==> config.mk <==
export PLATFORM = sky130hd
export DESIGN_NAME = spike_decoder
export DESIGN_NICKNAME = d
export VERILOG_FILES = /design/src/rtl/spike_decoder.sv
export SDC_FILE = /design/constraint.sdc
export NUM_CORES = 1
export LEC_CHECK = 0
export BUFFER_PORTS_ARGS = -buffer_cell sky130_fd_sc_hd__buf_2
export CAP_MARGIN = 10
export CORE_UTILIZATION = 60
export CTS_BUF_LIST = sky130_fd_sc_hd__clkbuf_8
export DETAILED_ROUTE_END_ITERATION = 8
export HOLD_SLACK_MARGIN = 0.15
export PLACE_DENSITY = 0.8
export SETUP_SLACK_MARGIN = 0.15
export SLEW_MARGIN = 40
export SYNTH_ARGS = -nofsm -noshare
export SYNTH_HDL_FRONTEND = slang
export SYNTH_SLANG_ARGS = --single-unit
export TNS_END_PERCENT = 1
==> constraint.sdc <==
create_clock -name clk -period 4.3 [get_ports clk]
set_clock_uncertainty 0.1 [all_clocks]
set_input_delay 0.645 -clock clk [delete_from_list [all_inputs] [get_ports clk]]
set_output_delay 0.645 -clock clk [all_outputs]
set_load 0.02 [all_outputs]
==> src/rtl/spike_decoder.sv <==
// spike_decoder: counts spike rising edges over a programmable window, publishes
// the count as RATE, regenerates a thresholded bit, and measures the
// inter-spike interval. Software access is through a 4-bit address / 8-bit data
// register port.
module spike_decoder #(
  parameter int PRESCALE = 16
) (
  input  logic       clk,
  input  logic       rst,
  input  logic [7:0] ui_in,
  output logic [7:0] uo_out,
  input  logic [3:0] address,
  input  logic       data_write,
  input  logic [7:0] data_in,
  output logic [7:0] data_out
);

  localparam int PW = (PRESCALE > 2) ? $clog2(PRESCALE) : 1;
  localparam logic [PW-1:0] PRE_LAST = PW'(PRESCALE - 1);

  localparam logic [3:0] A_CTRL   = 4'h0;
  localparam logic [3:0] A_WINDOW = 4'h1;
  localparam logic [3:0] A_THRESH = 4'h2;
  localparam logic [3:0] A_RATE   = 4'h3;
  localparam logic [3:0] A_STATUS = 4'h4;
  localparam logic [3:0] A_ISI_LO = 4'h5;
  localparam logic [3:0] A_ISI_HI = 4'h6;
  localparam logic [3:0] A_COUNT  = 4'h7;

  // spike input path
  logic s1_q, s2_q, s3_q, pulse_q;
  logic pulse;

  // configuration
  logic       en_q, en_d;
  logic [7:0] window_q, window_d;
  logic [7:0] thresh_q, thresh_d;

  // window machinery
  logic [PW-1:0] presc_q, presc_d;
  logic [7:0]    tick_q, tick_d;
  logic [7:0]    count_q, count_d;

  // published results
  logic [7:0]  rate_q, rate_d;
  logic        valid_q, valid_d;
  logic        ovf_q, ovf_d;
  logic        dec_q, dec_d;

  // interval measurement
  logic [15:0] isi_cnt_q, isi_cnt_d;
  logic [15:0] isi_q, isi_d;
  logic        armed_q, armed_d;

  logic       wr_ctrl, wr_win, wr_thr, wr_stat, clr;
  logic       tick, win_end;
  logic [7:0] count_inc;

  // bits 7:1 of ui_in carry nothing for this block
  logic unused_ui;
  assign unused_ui = &{1'b0, ui_in[7:1]};

  assign wr_ctrl = data_write && (address == A_CTRL);
  assign wr_win  = data_write && (address == A_WINDOW);
  assign wr_thr  = data_write && (address == A_THRESH);
  assign wr_stat = data_write && (address == A_STATUS);
  assign clr     = wr_ctrl && data_in[1];

  assign pulse     = s2_q & ~s3_q;
  assign tick      = en_q && (presc_q == PRE_LAST);
  // window length 0 encodes 256: the 8-bit subtract wraps 0 to 255
  assign win_end   = tick && (tick_q == (window_q - 8'd1)) && !wr_win;
  assign count_inc = (pulse && en_q && count_q != 8'hFF) ? count_q + 8'd1 : count_q;

  // synchronizer, edge-detect delay and registered pulse for uo_out[2]
  always_ff @(posedge clk) begin
    if (rst) begin
      s1_q    <= 1'b0;
      s2_q    <= 1'b0;
      s3_q    <= 1'b0;
      pulse_q <= 1'b0;
    end else begin
      s1_q    <= ui_in[0];
      s2_q    <= s1_q;
      s3_q    <= s2_q;
      pulse_q <= pulse;
    end
  end

  // next-state for config, window, result and interval registers
  always_comb begin
    en_d      = en_q;
    window_d  = window_q;
    thresh_d  = thresh_q;
    presc_d   = presc_q;
    tick_d    = tick_q;
    count_d   = count_q;
    rate_d    = rate_q;
    valid_d   = valid_q;
    ovf_d     = ovf_q;
    dec_d     = dec_q;
    isi_cnt_d = isi_cnt_q;
    isi_d     = isi_q;
    armed_d   = armed_q;

    if (wr_ctrl) en_d     = data_in[0];
    if (wr_win)  window_d = data_in;
    if (wr_thr)  thresh_d = data_in;

    // write-1-to-clear first so a same-cycle set below wins
    if (wr_stat) begin
      valid_d = valid_q & ~data_in[0];
      ovf_d   = ovf_q & ~data_in[1];
    end

    if (en_q) begin
      presc_d   = tick ? '0 : presc_q + PW'(1);
      if (tick) tick_d = win_end ? 8'd0 : tick_q + 8'd1;
      count_d   = count_inc;
      isi_cnt_d = (isi_cnt_q == 16'hFFFF) ? isi_cnt_q : isi_cnt_q + 16'd1;
      if (pulse) begin
        if (armed_q) isi_d = isi_cnt_q;
        isi_cnt_d = 16'd1;
        armed_d   = 1'b1;
      end
      if (win_end) begin
        rate_d  = count_inc;
        count_d = 8'd0;
        valid_d = 1'b1;
        dec_d   = (count_inc >= thresh_q);
        if (count_inc == 8'hFF) ovf_d = 1'b1;
      end
    end else begin
      presc_d   = '0;
      tick_d    = 8'd0;
      count_d   = 8'd0;
      isi_cnt_d = 16'd0;
      armed_d   = 1'b0;
    end

    // window restart drops the partial window, including a same-cycle pulse
    if (wr_win) begin
      presc_d = '0;
      tick_d  = 8'd0;
      count_d = 8'd0;
    end

    if (clr) begin
      presc_d   = '0;
      tick_d    = 8'd0;
      count_d   = 8'd0;
      isi_cnt_d = 16'd0;
      isi_d     = 16'd0;
      armed_d   = 1'b0;
      rate_d    = 8'd0;
      valid_d   = 1'b0;
      ovf_d     = 1'b0;
      dec_d     = 1'b0;
    end
  end

  // state registers
  always_ff @(posedge clk) begin
    if (rst) begin
      en_q      <= 1'b0;
      window_q  <= 8'd0;
      thresh_q  <= 8'd0;
      presc_q   <= '0;
      tick_q    <= 8'd0;
      count_q   <= 8'd0;
      rate_q    <= 8'd0;
      valid_q   <= 1'b0;
      ovf_q     <= 1'b0;
      dec_q     <= 1'b0;
      isi_cnt_q <= 16'd0;
      isi_q     <= 16'd0;
      armed_q   <= 1'b0;
    end else begin
      en_q      <= en_d;
      window_q  <= window_d;
      thresh_q  <= thresh_d;
      presc_q   <= presc_d;
      tick_q    <= tick_d;
      count_q   <= count_d;
      rate_q    <= rate_d;
      valid_q   <= valid_d;
      ovf_q     <= ovf_d;
      dec_q     <= dec_d;
      isi_cnt_q <= isi_cnt_d;
      isi_q     <= isi_d;
      armed_q   <= armed_d;
    end
  end

  // combinational register read mux
  always_comb begin
    data_out = 8'h00;
    case (address)
      A_CTRL:   data_out = {7'd0, en_q};
      A_WINDOW: data_out = window_q;
      A_THRESH: data_out = thresh_q;
      A_RATE:   data_out = rate_q;
      A_STATUS: data_out = {6'd0, ovf_q, valid_q};
      A_ISI_LO: data_out = isi_q[7:0];
      A_ISI_HI: data_out = isi_q[15:8];
      A_COUNT:  data_out = count_q;
      default:  data_out = 8'h00;
    endcase
  end

  assign uo_out = {5'd0, pulse_q, valid_q, dec_q};

endmodule

==> results.md, run 1 <==
* Final Hold Vio Count at 0
* Type of the worst min-delay path: reg -> reg
* H-tree levels at 3
* Commonest non-fill, non-tap cells in the layout: dfxtp_1 (85), nand2_1 (83), a21oi_1 (49)
* Ratio of cells with drive above 1 in the final layout at 0.101
* Cell Pwr Density at 291 nW/um^2
* WP data arrival at 3.19 ns
* Adder-Cell Fraction of Synth Area at 0.0356
* Peak supply drop at 0.000207 V
* Via-per-instance ratio at 6.30
* DR iter-0 viols at 351
* Gr usage total at 0.302
* Hold_ws at 0.350 ns
* Hold-fix buffers at CTS at 0
* Worst setup EP type: flop
* Worst-path maximum fanout at 9
* Crit. Startpoint: count_q[0]$_SDFF_PP0_
* Synth top area share at 0.373
* Worst Tran Pin Value at 0.786 ns
* Initial antenna violation count at 0
* Total power at 1.42 mW
* Clk Latency, worst-skew pair at 0.36 ns
* Synth Flop Type: dfxtp_1
* Post-CTS Setup Inserts at 0
* Synth Cell Area at 4570 sq um
* Synth Area in Simple Gates at 0.255
* Die area at 7960 sq um
* Cells after Synth at 558
* YS warnings at 0
* Commonest non-fill, non-tap cell in the layout: dfxtp_1
* Ranking of synthesized cells by area: dfxtp_1 (37%), nand2_1 (6.8%), a21oi_1 (5.4%)
* TritonRoute pass-1 iters at 5
* FF-to-FF Start: count_q[0]$_SDFF_PP0_
* Top Ports at 39
* Clock transition at path regs at 0.08 ns
* Max Cap Violations at 0
* CP required at 4.41 ns
* Period utilization at 0.716
* Final wirelength at 11300 um
* Compound-Gate Fraction of Synth Area at 0.169
* Cts bufs inserted at 9
* Area occupied by registers at 1700 sq um
* Fin worst setup slack at 1.22 ns
* Post-cts resize count at 0
* Largest net degree at the start of global routing at 25
* Sequential share of the synthesized area at 0.373
* Crit path time final at 3.08 ns
* R2R Setup Slk at 1.22 ns
* Starting density of the core at 0.626
* CP startpoint kind: flop
* Mean Syn Cell Area at 8.18 sq um
* Final max-slew violation count at 0
* CTS tree: built
* RR Endpoint: dec_q$_SDFFE_PP0P_
* Main combinational cell family by area after synthesis: simple AND/OR/NAND/NOR gates
* DRC at 0
* Hpwl dp at 8170 um
* Synth cell types at 59
* First-pass GRT wire length at 18100 um
* Core ar. at 7290 sq um
* RSZ-0062 raised after global routing: false
* Slew margin rel. at 0.476
* DIE WIDTH at 89.2 um
* Vias at 4192
* Fillers at 621
* Setup TNS at 0 ns
* Status: completed
* Post-route insts no fill at 665
* Max Freq at 325 MHz
* Worst Reg2Reg Path Length in Cells at 10
* Avg WL per Cell at 17.0 um
* Ys async rst share at 0
* XOR/XNOR share of the synthesized area at 0.0644
* PortBufs at 26
* Clock Sinks at 85
* Ant diodes at 0
* Pre-CTS setup slack at 1.24 ns
* Longest Clk Path Bufs at 2
* Cell taking the most area after synthesis: dfxtp_1
* Vias in the first global route at 3633
* Critical path class: reg -> reg
* Area of the multi-input gates at 2630 sq um
* Inst Count DP at 650
* Antenna Nets Post-Route at 0
* Setup crit end: dec_q$_SDFFE_PP0P_
* Leakage power at 1.74 nW
* Post-synthesis register bit count at 85
* Final setup vio count at 0
* Routability cong. at 0.896
* Grt ovf at 0
* CTS root buf: clkbuf_8
* Mux share of post-synthesis cell area at 0.0468
* Post-synth EDFFs at 0
* Worst hold start: presc_q[0]$_SDFF_PP0_
* # nets final at 598
* Die extent in y at 89.2 um
* Synth-to-Final Area Change at 6.49%
* Cell Rows at 31
## cells by family after synthesis
kind of cell,count (synthesis)
buf+inv,56
mux,21
other cells,1
simple gates,231
fa+ha+maj,13
compound gates,119
flops,85
xor+xnor,32
## per-layer routing
layer	vias to the layer above	global-route usage	routed length (um)
li1	1987	-	-
met1	1995	0.445	5230
met2	177	0.432	5020
met3	33	0.0536	768
met4	0	0.128	305
met5	-	0	0
## where the power goes
group	internal, mW	switching (mW)	total, mW
Clock	0.278	0.274	0.552
Combinational	0.0215	0.0498	0.0713
Sequential	0.790	0.00416	0.794
## critical path, cell delays in order (launching register included)
cell	delay, ns
dfxtp_1	0.50
ha_1	0.29
nand3_1	0.27
o31ai_1	0.45
xor2_1	0.34
ha_1	0.29
nand2b_1	0.14
a211oi_1	0.21
o21ai_0	0.10
a21oi_1	0.16
a211oi_1	0.09
## worst min path at each step
stage | endpoint | slack, ns | cells after the start
global route | s2_q$_SDFF_PP0_ | 0.36 | 1
global placement | presc_q[0]$_SDFF_PP0_ | 0.33 | 1
CTS | s2_q$_SDFF_PP0_ | 0.35 | 1
detailed placement | s2_q$_SDFF_PP0_ | 0.34 | 1
floorplan | s2_q$_SDFF_PP0_ | 0.31 | 1
finish | presc_q[0]$_SDFF_PP0_ | 0.35 | 1
## stage by stage
stage	cell area (sq um)	util
floorplan	4580	-
global placement	4670	0.641
detailed placement	4670	0.641
CTS	4860	0.667
global route	4860	0.667
finish	4860	0.667
## cells in the mapped netlist, drive strengths merged, types with 3 or more instances
master and number:
buf 15, mux2 3, nor3 16, o311ai 3, dfxtp 85, and4 4, o21ai 13, xor2 13
nand2b 7, nand2 83, mux2i 18, or3 3, o2111ai 5, o31ai 4, nand4 10, a21oi 49
inv 15, o22ai 3, nor2 27, xnor2 18, clkbuf 26, a211oi 5, nand3 33, nor2b 12
ha 13, a31oi 8, and3 12, a311oi 3, a22oi 9, nor3b 9, and3b 3
## sequential cells by signal, summed over array words and instances (netlist names)
name       cells
ovf_q          1
valid_q        1
tick_q         8
s3_q           1
en_q           1
window_q       8
dec_q          1
armed_q        1
isi_q         16
thresh_q       8
presc_q        4
s1_q           1
rate_q         8
count_q        8
s2_q           1
pulse_q        1
isi_cnt_q     16
## cell type report
type / count / share of cell area
Multi-Input combinational cell: 421 / 0.541
Sequential cell: 85 / 0.350
Timing Repair Buffer: 30 / 0.0329
Clock buffer: 10 / 0.0283
Tap cell: 99 / 0.0255
Inverter: 15 / 0.0116
Clock inverter: 5 / 0.0108
No activity file was read; power rests on OpenSTA's default activity.
==> inputs of run 2 (changes only) <==
CORE_UTILIZATION = 56   (was 60)
PLACE_DENSITY = 0.79   (was 0.8)
clock period = 2.8 ns   (was 4.3 ns; I/O delays follow)
==> results.md, run 2 (synthesis gave the netlist of run 1 again) <==
* WP data arrival at 2.67 ns
* Ant diodes at 0
* Top Ports at 39
* RSZ-0062 raised after global routing: true
* Worst hold start: ui_in[0]
* CTS root buf: clkbuf_8
* Worst Reg2Reg Path Length in Cells at 10
* Core ar. at 7810 sq um
* Hold worst-path end: s1_q$_SDFF_PP0_
* Worst-path maximum fanout at 8
* Top flop regs: isi_cnt_q x16, isi_q x16
* Worst hold stages at 2
* Inst Count DP at 674
* First-pass GRT wire length at 19400 um
* R2R Setup Slk at 0.24 ns
* Cts bufs inserted at 9
* Type of the worst min-delay path: in -> reg
* Antenna Nets Post-Route at 0
* Clk Latency, worst-skew pair at 0.36 ns
* Longest Clk Path Bufs at 2
* Gr usage total at 0.289
* Avg WL per Cell at 17.3 um
* Hpwl dp at 8650 um
* Leakage power at 1.86 nW
* Final max-slew violation count at 0
* CTS tree: built
* PortBufs at 26
* Commonest non-fill, non-tap cell in the layout: dfxtp_1
* Cell Rows at 32
* Via-per-instance ratio at 6.16
* TritonRoute pass-1 iters at 5
* Commonest non-fill, non-tap cells in the layout: dfxtp_1 (84), nand2_1 (82), a21oi_1 (49)
* Ratio of cells with drive above 1 in the final layout at 0.161
* H-tree levels at 3
* CP required at 2.91 ns
* Setup TNS at 0 ns
* Clock Sinks at 85
* Largest net degree at the start of global routing at 24
* DIE WIDTH at 92.3 um
* Worst Tran Pin Value at 0.718 ns
* Final Instance Area at 5090 sq um
* Final setup vio count at 0
* Final Hold Vio Count at 0
* Starting density of the core at 0.585
* Post-route insts no fill at 693
* Initial antenna violation count at 0
* Vias at 4268
* Die area at 8520 sq um
* Final wirelength at 12000 um
* Cell Pwr Density at 417 nW/um^2
* Status: completed
* DR iter-0 viols at 384
* Clock transition at path regs at 0.09 ns
* CP startpoint kind: flop
* Synth-to-Final Area Change at 11.6%
* DRC at 0
* Dpl cell area at 4830 sq um
* # nets final at 622
* Grt ovf at 0
* Max Freq at 391 MHz
* Die extent in y at 92.3 um
* Fin worst setup slack at 0.243 ns
* Vias in the first global route at 4065
* Worst setup EP type: flop
* Max Cap Violations at 0
* Total power at 2.13 mW
* Pre-CTS setup slack at 0.141 ns
* Routability cong. at 0.919
* Crit path time final at 2.56 ns
* FF-to-FF Start: en_q$_SDFFE_PP0P_
* Period utilization at 0.913
* Hold-fix buffers at CTS at 0
* Slew margin rel. at 0.521
* Critical path class: reg -> reg
* Peak supply drop at 0.000327 V
* RR Endpoint: dec_q$_SDFFE_PP0P_
-- run 2: cell count changes in the layout (fill, tap and decap cells not counted), sizes merged --
cell	delta
bufinv	-1
clkbuf	-1
inv	+1
clkinvlp	+1
clkinv	+1
buf	+24
-- run 2: final cells by class --
cell class                      count  area (sq um)
Fill cell                         677          2710
Clock buffer                        9           124
Multi-Input combinational cell    421          2700
Timing Repair Buffer               54           340
Sequential cell                    85          1700
Tap cell                          102           128
Clock inverter                      7          48.8
Inverter                           15          56.3
-- run 2: stage by stage --
step,hold slack [ns],util
2_1_floorplan,0.314,-
3_3_place_gp,0.327,0.619
3_5_place_dp,0.336,0.619
4_1_cts,0.161,0.642
5_1_grt,0.182,0.653
6_report,0.168,0.653
-- run 2: timing repair --
action                     in CTS  in global routing
setup endpoints to repair       3                  9
gates cloned                    0                  0
pin swaps                       0                  1
buffers inserted                0                  3
resized for setup               2                 14
-- run 2: worst max path at each step --
stage,start,end,slack [ns],cells past startpoint
4_1_cts,count_q[2]$_SDFF_PP0_,dec_q$_SDFFE_PP0P_,0.14,8
2_1_floorplan,count_q[0]$_SDFF_PP0_,dec_q$_SDFFE_PP0P_,0.26,9
3_3_place_gp,window_q[0]$_SDFFE_PP0P_,ovf_q$_SDFF_PP0_,0.18,5
6_report,en_q$_SDFFE_PP0P_,dec_q$_SDFFE_PP0P_,0.24,10
3_5_place_dp,tick_q[5]$_SDFFE_PP0P_,ovf_q$_SDFF_PP0_,0.14,5
5_1_grt,en_q$_SDFFE_PP0P_,dec_q$_SDFFE_PP0P_,0.03,10
-- run 2: critical path: stages (launching register included) --
cell,delay (ns)
dfxtp_1,0.33
buf_4,0.18
nand3b_1,0.30
nor3_1,0.33
mux2i_1,0.29
inv_1,0.08
ha_1,0.20
a211oi_1,0.20
o21ai_0,0.14
a21oi_1,0.16
a211oi_1,0.09
-- run 2: metal layers --
| metal | vias to the layer above | part of all wire | global-route usage |
|---|---|---|---|
| met2 | 173 | 0.48 | 0.477 |
| met1 | 2017 | 0.43 | 0.380 |
| li1 | 2042 | - | - |
| met4 | 0 | 0.028 | 0.112 |
| met3 | 36 | 0.064 | 0.0435 |
| met5 | - | 0 | 0 |
-- run 2: report_power, final --
| group | total [mW] | switching (mW) | internal, mW |
|---|---|---|---|
| logic | 0.118 | 0.0804 | 0.0373 |
| registers | 1.22 | 0.00437 | 1.21 |
| clock network | 0.792 | 0.466 | 0.325 |
| total | 2.13 | 0.551 | 1.58 |
